$ cat config.mk
export PLATFORM = sky130hd
export DESIGN_NAME = rf_seq_fsm
export DESIGN_NICKNAME = d
export VERILOG_FILES = /design/src/rtl/rf_seq_pkg.sv /design/src/rtl/rf_seq_decode.sv /design/src/rtl/rf_seq_fsm.sv
export SDC_FILE = /design/constraint.sdc
export NUM_CORES = 1
export LEC_CHECK = 0
export BUFFER_PORTS_ARGS = -buffer_cell sky130_fd_sc_hd__buf_4
export CORE_MARGIN = 3
export CORE_UTILIZATION = 30
export DETAILED_ROUTE_END_ITERATION = 16
export SLEW_MARGIN = 20
export SYNTH_ARGS = -nofsm -noshare
export SYNTH_HDL_FRONTEND = slang
export SYNTH_SLANG_ARGS = --single-unit
$ cat constraint.sdc
create_clock -name clk -period 2.7 [get_ports clk]
set_input_delay 0.27 -clock clk [delete_from_list [all_inputs] [get_ports clk]]
set_output_delay 0.27 -clock clk [all_outputs]
set_load 0.005 [all_outputs]
$ cat src/rtl/rf_seq_pkg.sv
// Shared types and encodings for the register-file sequencer: states, instruction
// classes, opcode/op values, field positions and datapath select encodings.
package rf_seq_pkg;

   typedef enum logic [2:0] {
      WAIT,
      DECODE,
      WRITE_IMM,
      GET_A,
      GET_B,
      ALU,
      WRITE_REG,
      HALT
   } state_t;

   typedef enum logic [2:0] {
      CLS_MOV_IMM,
      CLS_MOV_REG,
      CLS_MVN,
      CLS_ADD,
      CLS_CMP,
      CLS_AND,
      CLS_ILLEGAL
   } instr_class_t;

   localparam logic [2:0] OPC_MOV = 3'b110;
   localparam logic [2:0] OPC_ALU = 3'b101;

   localparam logic [1:0] OP_MOV_REG = 2'b00;
   localparam logic [1:0] OP_MOV_IMM = 2'b10;
   localparam logic [1:0] OP_ADD     = 2'b00;
   localparam logic [1:0] OP_CMP     = 2'b01;
   localparam logic [1:0] OP_AND     = 2'b10;
   localparam logic [1:0] OP_MVN     = 2'b11;

   localparam logic [1:0] VSEL_C   = 2'b00;
   localparam logic [1:0] VSEL_IMM = 2'b01;

   localparam logic [1:0] ALU_ADD  = 2'b00;
   localparam logic [1:0] ALU_SUB  = 2'b01;
   localparam logic [1:0] ALU_AND  = 2'b10;
   localparam logic [1:0] ALU_NOTB = 2'b11;

   localparam int OPCODE_LSB = 13;
   localparam int OP_LSB     = 11;
   localparam int RN_LSB     = 8;
   localparam int RD_LSB     = 5;
   localparam int SH_LSB     = 3;
   localparam int RM_LSB     = 0;

endpackage

$ cat src/rtl/rf_seq_decode.sv
// Combinational classification of the latched opcode/op pair into an instruction
// class, flagging every combination the sequencer does not implement.
module rf_seq_decode
   import rf_seq_pkg::*;
(
   input  logic [2:0]   opcode,
   input  logic [1:0]   op,
   output instr_class_t iclass,
   output logic         illegal
);

   always_comb begin
      iclass = CLS_ILLEGAL;
      case (opcode)
         OPC_MOV: begin
            if (op == OP_MOV_IMM)      iclass = CLS_MOV_IMM;
            else if (op == OP_MOV_REG) iclass = CLS_MOV_REG;
         end
         OPC_ALU: begin
            case (op)
               OP_ADD:  iclass = CLS_ADD;
               OP_CMP:  iclass = CLS_CMP;
               OP_AND:  iclass = CLS_AND;
               default: iclass = CLS_MVN;
            endcase
         end
         default: iclass = CLS_ILLEGAL;
      endcase
      illegal = (iclass == CLS_ILLEGAL);
   end

endmodule

$ cat src/rtl/rf_seq_fsm.sv
// Moore control FSM sequencing the 8x16 register file and datapath one instruction
// at a time. Define RF_SEQ_ILLEGAL_TRAP_EN to trap illegal decodes in HALT until reset.
module rf_seq_fsm
   import rf_seq_pkg::*;
#(
   parameter int INSTR_W    = 16,
   parameter int REG_ADDR_W = 3
)(
   input  logic                  clk,
   input  logic                  reset_n,
   input  logic                  s,
   input  logic [INSTR_W-1:0]    instr,
   output logic                  w,
   output logic [REG_ADDR_W-1:0] readnum,
   output logic [REG_ADDR_W-1:0] writenum,
   output logic                  write,
   output logic                  loada,
   output logic                  loadb,
   output logic                  loadc,
   output logic                  loads,
   output logic                  asel,
   output logic [1:0]            vsel,
   output logic [1:0]            aluop,
   output logic                  illegal
);

   state_t                  state, next_state;
   logic [INSTR_W-1:0]      ir;
   logic [REG_ADDR_W-1:0]   readnum_q;
   instr_class_t            iclass;
   logic                    dec_illegal;
   logic [REG_ADDR_W-1:0]   rn, rd, rm;
   logic [1:0]              op;
   logic                    unused_shift;

   assign rn = ir[RN_LSB +: REG_ADDR_W];
   assign rd = ir[RD_LSB +: REG_ADDR_W];
   assign rm = ir[RM_LSB +: REG_ADDR_W];
   assign op = ir[OP_LSB +: 2];
   // The shift field is consumed by the datapath's shifter, not by the sequencer.
   assign unused_shift = ^ir[SH_LSB +: 2];

   rf_seq_decode u_decode (
      .opcode  (ir[OPCODE_LSB +: 3]),
      .op      (op),
      .iclass  (iclass),
      .illegal (dec_illegal)
   );

   always_ff @(posedge clk or negedge reset_n) begin
      if (!reset_n) begin
         state     <= WAIT;
         ir        <= '0;
         readnum_q <= '0;
      end else begin
         state     <= next_state;
         readnum_q <= readnum;
         if (state == WAIT && s) ir <= instr;
      end
   end

   // readnum is registered so it keeps the last read index outside the fetch states.
   always_comb begin
      next_state = state;
      w          = 1'b0;
      readnum    = readnum_q;
      writenum   = '0;
      write      = 1'b0;
      loada      = 1'b0;
      loadb      = 1'b0;
      loadc      = 1'b0;
      loads      = 1'b0;
      asel       = 1'b0;
      vsel       = VSEL_C;
      aluop      = ALU_ADD;
      illegal    = 1'b0;
      case (state)
         WAIT: begin
            w = 1'b1;
            if (s) next_state = DECODE;
         end
         DECODE: begin
            case (iclass)
               CLS_MOV_IMM:                   next_state = WRITE_IMM;
               CLS_MOV_REG, CLS_MVN:          next_state = GET_B;
               CLS_ADD, CLS_CMP, CLS_AND:     next_state = GET_A;
               default: begin
                  illegal = dec_illegal;
`ifdef RF_SEQ_ILLEGAL_TRAP_EN
                  next_state = HALT;
`else
                  next_state = WAIT;
`endif
               end
            endcase
         end
         WRITE_IMM: begin
            writenum   = rn;
            vsel       = VSEL_IMM;
            write      = 1'b1;
            next_state = WAIT;
         end
         GET_A: begin
            readnum    = rn;
            loada      = 1'b1;
            next_state = GET_B;
         end
         GET_B: begin
            readnum    = rm;
            loadb      = 1'b1;
            next_state = ALU;
         end
         ALU: begin
            if (iclass == CLS_MOV_REG) begin
               asel  = 1'b1;
               aluop = ALU_ADD;
            end else begin
               aluop = op;
            end
            if (iclass == CLS_CMP) begin
               loads      = 1'b1;
               next_state = WAIT;
            end else begin
               loadc      = 1'b1;
               next_state = WRITE_REG;
            end
         end
         WRITE_REG: begin
            writenum   = rd;
            vsel       = VSEL_C;
            write      = 1'b1;
            next_state = WAIT;
         end
         HALT: begin
`ifdef RF_SEQ_ILLEGAL_TRAP_EN
            illegal = 1'b1;
`else
            next_state = WAIT;
`endif
         end
         default: next_state = WAIT;
      endcase
   end

endmodule

==> reports/metrics.cfg <==
[status]
run_status = finished clean

[power]
power.density_cell_area_mw_per_mm2 = 1080
leakagePower_uw = 0.000670
peakVddDrop_mv = 0.422

[global_routing]
first_global_vias = 808
grt_max_degree = 21
wire_length_of_the_first_global_routing_pass_mm = 3.73
grt.overflow.total = 0
grtUsageTotal_pct = 11.2
antenna_found_initial = 0

[yosys]
synth_top_area_cells = sky130_fd_sc_hd__dfrtp_1 (47%), sky130_fd_sc_hd__mux2_2 (7.4%), sky130_fd_sc_hd__mux2_4 (5.6%)
synth-warning-count = 0
syn_inst = 99
netlist.top_cell.by_area = sky130_fd_sc_hd__dfrtp_1
syn_area_mm2 = 0.00107
ffs_latches_synth = 20
postSynthNetCount = 120
synth_cell_type_count = 30
area_share_of_the_largest_cell_type_after_synthesis_pct = 46.9
syn_avg_cell_area_um2 = 10.8
sequential_area_share_after_synthesis_pct = 46.9

[clock_tree]
tritoncts = built
clockBufferDepth = 2
clock_latency_ns = 0.30
cts_root_buf = sky130_fd_sc_hd__clkbuf_4
clock-sinks = 20
post_cts.repair.setup_buffers = 0
ctsHoldBuffers = 1
tritoncts_buffers = 3
cts.repair.resized = 0
clk_slew_on_worst_s_h_paths_ns = 0.11
clock_tree.htree_level_count = 1

[placed_design]
portBuffers = 33
dp.cells = 175
gp_congestion = 0.893
place_hpwl_mm = 1.66
standard_cell_area_after_detailed_placement_mm2 = 0.00133

[worst_setup_path]
crit_fanout = 10
worstSetupPathType = reg -> out
critical_path.endpoint_type = primary output
crit_path_start_kind = register
arrival_time_at_the_worst_endpoint_ns = 1.77
data_required_time_at_the_worst_endpoint_ns = 2.43

[floorplanning]
io-pin-count = 37
rows = 21
initial_core_util_pct = 31.5
fp.coreArea_mm2 = 0.00339
die_h_um = 65.6
chipWidth_um = 65.6
floorplan.die_area_mm2 = 0.00430

[final_layout]
total_of_fill_cells_in_the_finished_design = 337
antenna_cells_inserted = 0
final_layout_size_suffix_gt1_share_pct = 38.8
final_net_count = 156
final_cell_count_no_fill = 180
area_growth_syn_to_layout_pct = 31.0
register_area_um2 = 500
multi_input_comb_area_um2 = 490
fin_area_mm2 = 0.00140

[sta]
achievable-frequency_mhz = 491
fin_worst_hold_slack_ns = 0.171
timing.clock.skew_ns = 0.00200
worst_pin_slew_ns = 0.650
final_max_slew_viol_count = 0
tns_ns = 0
final.min_clock_period_ns = 2.04
final-setup-viol-count = 0
layout_worst_path_cycle_share_pct = 75.4
final_hold_viol_count = 0
max-slew-margin-rel_pct = 56.7
grt_setup_unrepaired = no

[route]
detail_route.wirelength_mm = 2.16
drc_errors = 0
detail_route.first_pass.iterations = 4
vias_per_cell = 4.54
route.detailed.wl_per_inst_um = 12.0
vias = 817
detail-route-antenna-nets = 0
detail_route.iter0.violations = 13

[job]
cap_viol_max_count = 0

[min_path]
hp-class = in -> reg

## layer usage
layer	routed length [µm]	vias to the layer above	track usage (%)
li1	-	407	-
met1	1040	391	14.6
met2	1000	17	18.3
met3	83	2	1.88
met4	31	0	4.66
met5	0	-	0
## layout make-up
type / count / share of cell area [%]
Clock inverter: 1 / 2.15
Clock buffer: 3 / 1.61
Inverter: 6 / 1.61
Sequential cell: 20 / 35.8
Timing Repair Buffer: 36 / 19.5
Tap cell: 46 / 4.12
Multi-Input combinational cell: 68 / 35.1
## kinds of logic (layout without fill, tap and decap cells)
kind of cell,after synthesis,count (layout),synth area share (%)
AO/OA/AOI/OAI,14,14,8.80
other,1,1,0.352
adder cells (fa/ha/maj),2,2,2.35
multiplexers,14,14,15.8
buffers and inverters,11,46,7.04
flip-flops,20,20,46.9
AND/OR/NAND/NOR,37,37,18.7
## path summary, 6_finish.rpt
path,startpoint,to,slack (ns),cells past startpoint
min reg2reg,readnum_q[2],readnum_q[2],0.49,2
min in group asynchronous,reset_n,readnum_q[2],0.37,2
min,instr[12],ir[12],0.17,3
max,state[2],readnum[0],0.66,6
max reg2reg,state[2],ir[1],0.82,3
max in group asynchronous,reset_n,state[0],2.12,2
## synth_stat cells (all sizes together)
cell    count
o311ai      1
inv         6
o22ai       1
and4        1
buf         5
mux2i       3
nand4b      1
mux2       11
nand3b      3
conb        1
nand4       1
o21ai       3
nand2b      2
dfrtp      20
nor2b       3
nor3        1
a21oi       2
or2         1
and2        2
a22oi       3
nor3b       1
nand2      12
ha          2
nor2        9
o21bai      2
a211o       1
a211oi      1
## critical path: stages (launching register included)
cell	delay, ns
sky130_fd_sc_hd__dfrtp_1	0.55
sky130_fd_sc_hd__nor3b_1	0.21
sky130_fd_sc_hd__buf_4	0.16
sky130_fd_sc_hd__a21oi_1	0.25
sky130_fd_sc_hd__nand2_1	0.10
sky130_fd_sc_hd__nand2_1	0.09
sky130_fd_sc_hd__buf_4	0.11
## registers in the layout, summed over array words and instances, names as in the netlist
name	cells
ir	14
readnum_q	3
state	3
## cell usage in the layout, fill, tap and decap left out
| cell | netlist | layout |
|---|---|---|
| sky130_fd_sc_hd__mux2_2 | 7 | 7 |
| sky130_fd_sc_hd__conb_1 | 1 | 1 |
| sky130_fd_sc_hd__nor2b_1 | 3 | 3 |
| sky130_fd_sc_hd__buf_4 | 2 | 35 |
| sky130_fd_sc_hd__nor3b_1 | 1 | 1 |
| sky130_fd_sc_hd__and4_1 | 1 | 1 |
| sky130_fd_sc_hd__nand2b_1 | 2 | 2 |
| sky130_fd_sc_hd__o21bai_1 | 2 | 2 |
| sky130_fd_sc_hd__a22oi_1 | 3 | 3 |
| sky130_fd_sc_hd__o21ai_0 | 3 | 3 |
| sky130_fd_sc_hd__clkbuf_4 | 0 | 3 |
| sky130_fd_sc_hd__a211oi_1 | 1 | 1 |
| sky130_fd_sc_hd__a211o_1 | 1 | 1 |
| sky130_fd_sc_hd__nand4b_1 | 1 | 1 |
| sky130_fd_sc_hd__mux2i_1 | 3 | 3 |
| sky130_fd_sc_hd__mux2_4 | 4 | 4 |
| sky130_fd_sc_hd__nand2_1 | 12 | 12 |
| sky130_fd_sc_hd__bufinv_16 | 0 | 1 |
| sky130_fd_sc_hd__nor3_4 | 1 | 1 |
| sky130_fd_sc_hd__nand3b_1 | 3 | 3 |
| sky130_fd_sc_hd__dfrtp_1 | 20 | 20 |
| sky130_fd_sc_hd__nor2_1 | 9 | 9 |
| sky130_fd_sc_hd__a21oi_1 | 2 | 2 |
| sky130_fd_sc_hd__nand4_1 | 1 | 1 |
| sky130_fd_sc_hd__o22ai_1 | 1 | 1 |
| sky130_fd_sc_hd__inv_1 | 6 | 6 |
| sky130_fd_sc_hd__ha_1 | 2 | 2 |
| sky130_fd_sc_hd__and2_1 | 2 | 2 |
| sky130_fd_sc_hd__o311ai_0 | 1 | 1 |
| sky130_fd_sc_hd__or2_2 | 1 | 1 |
| sky130_fd_sc_hd__dlygate4sd3_1 | 0 | 1 |
## through the flow
step	utilization (%)	total power, µW	worst slack (ns)
global placement	39.4	1250	0.828
finish	41.2	1500	0.663
detailed placement	39.4	1270	0.792
floorplan	-	1020	1.21
global route	41.2	1630	0.508
CTS	41.2	1520	0.624
## power breakdown
group | leakage [µW] | internal (µW) | switching [µW]
combinational | 0.000403 | 388 | 289
sequential | 0.000240 | 448 | 134
clock | 0.0000279 | 150 | 93.8
(Power assumes the default switching activity.)
